File: config.mk
export PLATFORM = sky130hd
export DESIGN_NAME = ff_en_arbiter
export DESIGN_NICKNAME = d
export VERILOG_FILES = /design/src/rtl/ff_en_arbiter.sv
export SDC_FILE = /design/constraint.sdc
export NUM_CORES = 1
export LEC_CHECK = 0
export ABC_AREA = 1
export BUFFER_PORTS_ARGS = -buffer_cell sky130_fd_sc_hd__buf_2
export CAP_MARGIN = 20
export CELL_PAD_IN_SITES_DETAIL_PLACEMENT = 0
export CELL_PAD_IN_SITES_GLOBAL_PLACEMENT = 2
export CORE_UTILIZATION = 23
export CTS_CLUSTER_SIZE = 28
export DETAILED_ROUTE_END_ITERATION = 7
export PLACE_DENSITY_LB_ADDON = 0.1
export SLEW_MARGIN = 20
export SYNTH_ARGS = -nofsm -noshare
export SYNTH_HDL_FRONTEND = slang
export SYNTH_SLANG_ARGS = --single-unit
File: constraint.sdc
create_clock -name clock -period 1.6 [get_ports clock]
set_input_delay 0.08 -clock clock [delete_from_list [all_inputs] [get_ports clock]]
set_output_delay 0.08 -clock clock [all_outputs]
set_load 0.02 [all_outputs]
File: src/rtl/ff_en_arbiter.sv
// ff_en_arbiter
//   Shares one enabled register (ff_en) among four requesters. In round-robin
//   order it grants one write, drives the data with a one-cycle enable, reads
//   the register back one cycle later and acknowledges the requester. A
//   mismatch between the read-back and the written value is flagged and
//   counted.
//
// Ports
//   clock     : clock, all state updates on the rising edge
//   rst       : synchronous active-high reset
//   rdy       : the ff_en instance is usable (1) / not usable (0)
//   req       : per-requester write request, level, held until ack
//   wdata     : write data, requester i on bits [i*WIDTH +: WIDTH]
//   ack       : one-cycle completion pulse to the granted requester
//   d_in      : data to the ff_en instance (held after the write)
//   d_en      : enable to the ff_en instance
//   d_out     : registered output of the ff_en instance
//   rd_data   : d_out captured at check time
//   rd_id     : ID of the requester whose write produced rd_data
//   mismatch  : one-cycle pulse with ack when read-back differs from write
//   err_cnt   : saturating count of mismatches
module ff_en_arbiter #(
  parameter int unsigned WIDTH = 10,
  parameter int unsigned NREQ  = 4
) (
  input  logic                   clock,
  input  logic                   rst,
  input  logic                   rdy,
  input  logic [NREQ-1:0]        req,
  input  logic [NREQ*WIDTH-1:0]  wdata,
  output logic [NREQ-1:0]        ack,
  output logic [WIDTH-1:0]       d_in,
  output logic                   d_en,
  input  logic [WIDTH-1:0]       d_out,
  output logic [WIDTH-1:0]       rd_data,
  output logic [1:0]             rd_id,
  output logic                   mismatch,
  output logic [7:0]             err_cnt
);

  typedef enum logic [1:0] {
    WAIT_RDY = 2'd0,
    IDLE     = 2'd1,
    WRITE    = 2'd2,
    CHECK    = 2'd3
  } state_t;

  state_t            state_q;
  logic [1:0]        ptr_q;
  logic [1:0]        id_q;
  logic [NREQ-1:0]   ack_q;
  logic [WIDTH-1:0]  d_in_q;
  logic              d_en_q;
  logic [WIDTH-1:0]  rd_data_q;
  logic [1:0]        rd_id_q;
  logic              mismatch_q;
  logic [7:0]        err_cnt_q;

  logic              win_vld_d;
  logic [1:0]        win_id_d;
  logic [1:0]        cand;

  // Round-robin search: first set req bit at ptr, ptr+1, ... modulo 4.
  always_comb begin
    win_vld_d = 1'b0;
    win_id_d  = ptr_q;
    cand      = '0;
    for (int unsigned i = 0; i < NREQ; i++) begin
      cand = ptr_q + i[1:0];
      if (!win_vld_d && req[cand]) begin
        win_vld_d = 1'b1;
        win_id_d  = cand;
      end
    end
  end

  always_ff @(posedge clock) begin
    if (rst) begin
      state_q    <= WAIT_RDY;
      ptr_q      <= '0;
      id_q       <= '0;
      ack_q      <= '0;
      d_in_q     <= '0;
      d_en_q     <= 1'b0;
      rd_data_q  <= '0;
      rd_id_q    <= '0;
      mismatch_q <= 1'b0;
      err_cnt_q  <= '0;
    end else begin
      // Pulses default low; each state raises them only where needed.
      ack_q      <= '0;
      mismatch_q <= 1'b0;
      d_en_q     <= 1'b0;
      if (!rdy && state_q != WAIT_RDY) begin
        // Fabric went away: abandon the transaction, req stays pending.
        state_q <= WAIT_RDY;
      end else begin
        unique case (state_q)
          WAIT_RDY: begin
            if (rdy) state_q <= IDLE;
          end
          IDLE: begin
            if (win_vld_d) begin
              id_q    <= win_id_d;
              d_in_q  <= wdata[win_id_d*WIDTH +: WIDTH];
              d_en_q  <= 1'b1;
              state_q <= WRITE;
            end
          end
          WRITE: begin
            state_q <= CHECK;
          end
          CHECK: begin
            ack_q[id_q] <= 1'b1;
            rd_data_q   <= d_out;
            rd_id_q     <= id_q;
            ptr_q       <= id_q + 2'd1;
            if (d_out != d_in_q) begin
              mismatch_q <= 1'b1;
              if (err_cnt_q != 8'hFF) err_cnt_q <= err_cnt_q + 8'd1;
            end
            state_q <= IDLE;
          end
          default: state_q <= WAIT_RDY;
        endcase
      end
    end
  end

  assign ack      = ack_q;
  assign d_in     = d_in_q;
  assign d_en     = d_en_q;
  assign rd_data  = rd_data_q;
  assign rd_id    = rd_id_q;
  assign mismatch = mismatch_q;
  assign err_cnt  = err_cnt_q;

endmodule

Yosys cells after proc, flatten, opt, wreduce, memory -nomap -nowiden --
Cells that the tools add are included.
Cells by class: multipliers 1, bitwise logic cells 3, shift-type cells 1, equal/unequal tests 7, mux-type cells 22, $lt $le $gt $ge 6, add/subtract/negate cells 5, reductions and logical operators 18
Operator list (number):
- indexed part select 40 x 7 -> 10 bit | 1
- less-than comparator 2 x 3 -> 1 bit (second input constant) | 5
- 2-to-1 mux 1 bit | 11
- 2-to-1 mux 2 bit | 5
- != test 10 bit | 1
- adder 8 x 1 -> 8 bit (second input constant) | 1
- binary-select mux 1 bit (select 2 bit) | 4
- != test 8 bit (second input constant) | 1
- one-hot mux 2 bit (4 select lines) | 1
- OR reduction 3 bit | 2
- logical AND 1 bit | 5
- multiplier 2 x 3 -> 5 bit (second input constant) | 1
- adder 2 x 1 -> 2 bit (second input constant) | 2
- adder 2 bit (second input constant) | 2
- equality test 2 bit (second input constant) | 2
- logical NOT 1 bit | 4
- != test 2 bit (second input constant) | 2
- AND reduction 2 bit | 2
- AND reduction 4 bit | 1
- inverter 1 bit | 3
- AND reduction 3 bit | 1
- demux 1 bit (select 2 bit) | 1
- equality test 2 x 1 -> 1 bit (second input constant) | 1
- >= comparator 2 x 1 -> 1 bit (second input constant) | 1
- other kinds (3) | 3
Storage, ports and cells: output and inout port bits 36, input port bits 57, logic and storage cells 73, register bits after elaboration 42

Longest topological paths before layout --
depth in word-level cells 14, gate-level depth with buffers 18, depth with buffers taken out 16

Least setup slack after synthesis --
Ideal clock, no wire load.
path kind register to register, from register state_q[1], to register err_cnt_q[3] (netlist: err_cnt[3]), cell stages (with the launch flop) 12, buffers on the path 0, arrival 1.620 ns, library setup time 0.119 ns, slack -0.139 ns, clock period less this slack 1.739 ns, data required time 1.481 ns, cell sequence dfxtp_1 -> inv_1 -> ha_1 -> nor2_1 -> nor2_1 -> inv_1 -> nor2_1 -> nand2_1 -> inv_1 -> nand2_1 -> o21ai_0 -> a21oi_1
On the way: longest elaborated chain between the ends 4, elaborated cells between the ends (all ways) 5, those cells by class eq/ne: 1; bitwise: 1; reduce/logical: 3
Ends and longest elaborated chain:
- start, declared | RTL line 48 | state_t state_q;
- start signal, assigned | RTL line 79 | state_q <= WAIT_RDY;
- start signal, assigned | RTL line 96 | state_q <= WAIT_RDY;
- start signal, assigned | RTL line 100 | if (rdy) state_q <= IDLE;
- nonzero test 2 bit | RTL line 94 | if (!rdy && state_q != WAIT_RDY) begin
- logical AND 1 bit | RTL line 94
- inverter 1 bit (no source line)
- AND reduction 4 bit (no source line) (*)
- end signal, assigned | RTL line 120 | if (err_cnt_q != 8'hFF) err_cnt_q <= err_cnt_q + 8'd1;
- end, declared | RTL line 57 | logic [7:0] err_cnt_q;
Mark *: on every way between the ends. The rest lies on a longest branch, timed or not. A chain may end at the register's enable or synchronous reset.

Worst setup path after layout --
from register ptr_q[0], to register d_in_q[3] (netlist: d_in[3])
On the way: longest elaborated chain between the ends 14, elaborated cells between the ends (all ways) 27, those cells by class add/sub: 3; mul: 1; shift: 1; mux: 15; reduce/logical: 7
Ends and longest elaborated chain:
- start, declared | RTL line 49 | logic [1:0] ptr_q;
- start signal, assigned | RTL line 117 | ptr_q <= id_q + 2'd1;
- parallel branches: the longest is 14 deep, another holds multiplier 2 x 3 -> 5 bit
- end signal, assigned | RTL line 105 | d_in_q <= wdata[win_id_d*WIDTH +: WIDTH];
- end, declared | RTL line 52 | logic [WIDTH-1:0] d_in_q;
Several ways; the timed one is not identified. The select of a mux whose other input is x is not followed.

==> reports/qor.txt <==
FLOORPLAN
------------------------------------------------------------------------------------------------------
Initial Utilization                                                                              0.238
Number of top-level pins                                                                            93
Std-Cell Core Area                                                                        0.0109 sq mm
Die Footprint                                                                             0.0117 sq mm
# rows                                                                                              38
Die extent in y                                                                            108 microns
Overall die width                                                                          108 microns

CLOCK TREE
------------------------------------------------------------------------------------------------------
Clock root buffer                                                                             clkbuf_8
Clock buffers created by TritonCTS                                                                   5
Latest clock arrival within the worst-skew pair                                                0.29 ns
Maximum count of clock buffers along a single path                                                   2
Maximum level of the CTS H-tree                                                                      2
CTS sink cnt                                                                                        42
CTS tree                                                                                         built
Number of buffers inserted for hold repair after clock tree synthesis                                0
Clock transition at the register clock pins on the worst setup and hold paths after CTS        0.09 ns

TIMING
------------------------------------------------------------------------------------------------------
RSZ-0062 raised after global routing                                                              true
Slew @ Worst Pin                                                                              0.234 ns
Tcrit/Tclk final                                                                                  1.16
Min Tclk post-route                                                                            1.85 ns
Fmax                                                                                         0.541 GHz
Worst slew margin relative to its limit                                                          0.842
Final worst clock skew                                                                      0.00886 ns
Slew Limit Fails                                                                                     0
Final setup vio count                                                                               12
Final hold violation count                                                                           0
Final setup slack of the worst path                                                          -0.249 ns

SETUP PATH
------------------------------------------------------------------------------------------------------
Required time at the worst-slack endpoint                                                      1.79 ns
Logic depth of the worst register-to-register path                                                  15
FF-to-FF End                                                                                   d_in[3]
End of the critical path                                                                       d_in[3]
Slowest library cell on the worst path                                                         dfxtp_4
Kind of launch point of the worst setup path                                                 flip-flop
Startpoint of the lowest-slack register-to-register path                                      ptr_q[0]
Critical path's most frequent cell                                                             nand2_2
Maximum cell stage delay along the critical path                                               0.37 ns
Worst Path Buf+Inv                                                                                   4
R2R setup slack                                                                               -0.25 ns
Max Fanout on Critical Path                                                                         10
CP Cell Sequence                                                                          buf_6 -> nand2_2 -> nand2_2 -> nand2_2 -> nand2_4 -> nor2_4 -> nand4_1 -> buf_6 -> buf_12 -> nand3_2 -> nand2_2 -> nand2_1 -> nand3_2 -> nand2_1 -> inv_1
Worst path depth                                                                                    15
Category of the critical setup timing path                                                flip-flop to flip-flop
Crit end category                                                                            flip-flop
Data arrival at the endpoint of the critical path                                              2.04 ns
Timing startpoint of the critical path                                                        ptr_q[0]
Family of cells with the greatest summed delay on the critical path                       simple AND/OR/NAND/NOR gates

OUTCOME
------------------------------------------------------------------------------------------------------
Violations in the final reports                                                           negative setup slack
Status                                                                                    finished, violations left

GLOBAL ROUTE
------------------------------------------------------------------------------------------------------
Number of antenna violations at the first check in global routing                                    0
Largest net degree at the start of global routing                                                   18
Total Routing Usage GR                                                                           0.151
Wire length of the first global-routing pass                                                   13.8 mm
Total congestion overflow                                                                            0
Via count of the first global-routing pass                                                        2881

CELLS AND AREA
------------------------------------------------------------------------------------------------------
Number of diodes added for antenna fixing                                                            0
Core Util, Final                                                                                 0.380
Fraction of final layout cells sized beyond drive strength 1                                     0.458
Commonest non-fill, non-tap cell in the layout                                                   buf_2
Synth-to-Final Area Change                                                                       59.9%
Post-layout nets                                                                                   616
Number of standard cells in the final layout excluding fillers                                     692
Most frequent cells in the layout                                                         92 x buf_2, 84 x nand2_1, 47 x inv_1, 45 x nor2_1, 44 x nand2_2

YOSYS
------------------------------------------------------------------------------------------------------
Number of nets produced by synthesis                                                               480
Cell count after synthesis                                                                         415
Mean instance size in the synthesized netlist                                               6.24 sq um
Mapped cell area                                                                          0.00259 sq mm
Flop and latch count out of synthesis                                                               42
Synth unique cells                                                                                  28
Count of warnings emitted by yosys                                                                   0
Post-synthesis sequential area ratio                                                             0.325

PLACED DESIGN
------------------------------------------------------------------------------------------------------
Number of cells after detailed placement                                                           664
HPWL reported at the end of detailed placement                                                 6.42 mm
Input/output buffers                                                                                92
Routability Congestion                                                                           0.830

POWER
------------------------------------------------------------------------------------------------------
Leakage power figure                                                                           2.14 nW
Power per cell area                                                                       1270 mW/mm^2
Worst vdd rail ir drop                                                                        0.541 mV

DRT
------------------------------------------------------------------------------------------------------
Residual DRC count                                                                                   0
Drt first pass iters                                                                                 7
Via density                                                                                       4.31
Number of routed nets with antenna violations                                                        0
Final Routed Wirelength                                                                        8.77 mm
Violation count after the first detailed-route iteration                                           102
Total via count in the routed design                                                              2985
Average wire length per cell after detail routing                                         12.7 microns

WORST HOLD PATH
------------------------------------------------------------------------------------------------------
Min-Delay Startpoint                                                                          d_out[5]
Path type of the worst min-delay path                                                     input pin to flip-flop

FLOW RUN
------------------------------------------------------------------------------------------------------
Max-capacitance violation count                                                                      0

## worst min path at each step
stage / cells past startpoint / slack (ns) / to
after global routing: 3 / 0.05 / rd_data[4]
after CTS: 3 / 0.03 / rd_data[5]
after detailed placement: 3 / 0.35 / rd_data[5]
after global placement: 3 / 0.34 / rd_data[5]
after floorplan: 2 / 0.21 / rd_data[2]
final: 3 / 0.05 / rd_data[5]
## cell type report
type	instances	area, sq um
Clock buffer	7	76.3
Clock inverter	1	30.0
Fill cell	1177	6750
Inverter	52	208
Multi-Input combinational cell	305	1790
Sequential cell	42	853
Tap cell	140	175
Timing Repair Buffer	145	1000
## repair_timing
| action | CTS | global route |
|---|---|---|
| gates cloned | 3 | 1 |
| resized for setup | 60 | 55 |
| setup endpoints to repair | 16 | 21 |
| buffers inserted | 12 | 6 |
| pin swaps | 30 | 26 |
## synthesized netlist by cell type (all sizes together)
master,instances,area share
nand3,48,0.095
buf,10,0.030
nand4,6,0.017
nor3,5,0.0097
nand2,137,0.21
a21oi,17,0.033
xnor2,2,0.0068
xor2,6,0.020
clkbuf,6,0.0087
nor3b,1,0.0029
or2,1,0.0024
dfxtp,42,0.32
o21ai,21,0.041
inv,52,0.076
ha,8,0.039
and3,2,0.0048
o21a,1,0.0029
nor2,50,0.076
## power breakdown
group          leakage, nW  switching [W]  internal (W)  total, W
combinational         1.75        0.00171       0.00135   0.00306
sequential           0.345       0.000137       0.00124   0.00138
clock               0.0524       0.000369      0.000468  0.000837
total                 2.14        0.00222       0.00306   0.00527
## cell families after synthesis
logic type                 synth area share
and+or+nand+nor                       0.418
buffers and inverters                 0.115
adders and majority gates            0.0386
DFF                                   0.325
AOI/OAI and AO/OA                    0.0763
xor gates and xnor gates             0.0271
## metrics by stage
| step | total power (W) | setup WS (ns) | TNS (ns) | instance area [sq um] | hold WS [ns] |
|---|---|---|---|---|---|
| after CTS | 0.00503 | -0.235 | -2.35 | 3900 | 0.0348 |
| after global routing | 0.00571 | -0.381 | -4.22 | 4140 | 0.0463 |
| after detailed placement | 0.00368 | -0.310 | -3.16 | 3430 | 0.352 |
| after floorplan | 0.00287 | -0.000436 | -0.000436 | 2620 | 0.215 |
| after global placement | 0.00370 | -0.314 | -3.10 | 3430 | 0.338 |
| final | 0.00527 | -0.249 | -2.60 | 4140 | 0.0466 |
## state kept, by name (all words and copies together), names as in the netlist
register / flops
rd_id: 2
err_cnt: 8
state_q: 2
rd_data: 10
d_en: 1
ack: 4
ptr_q: 2
id_q: 2
d_in: 10
mismatch: 1
## worst min-delay path, cell delays in order
cell and delay, ns:
buf_2 0.10, nor2_1 0.05, nor2_1 0.08
## routing by layer
layer / share of wire / vias up / global-route usage / routed length, microns
met4: 0.012 / 0 / 0.0362 / 103
met1: 0.46 / 1310 / 0.189 / 4070
met2: 0.47 / 89 / 0.269 / 4160
met5: 0 / - / 0 / 0
li1: - / 1578 / - / -
met3: 0.049 / 8 / 0.0247 / 433
(Power assumes the default switching activity.)
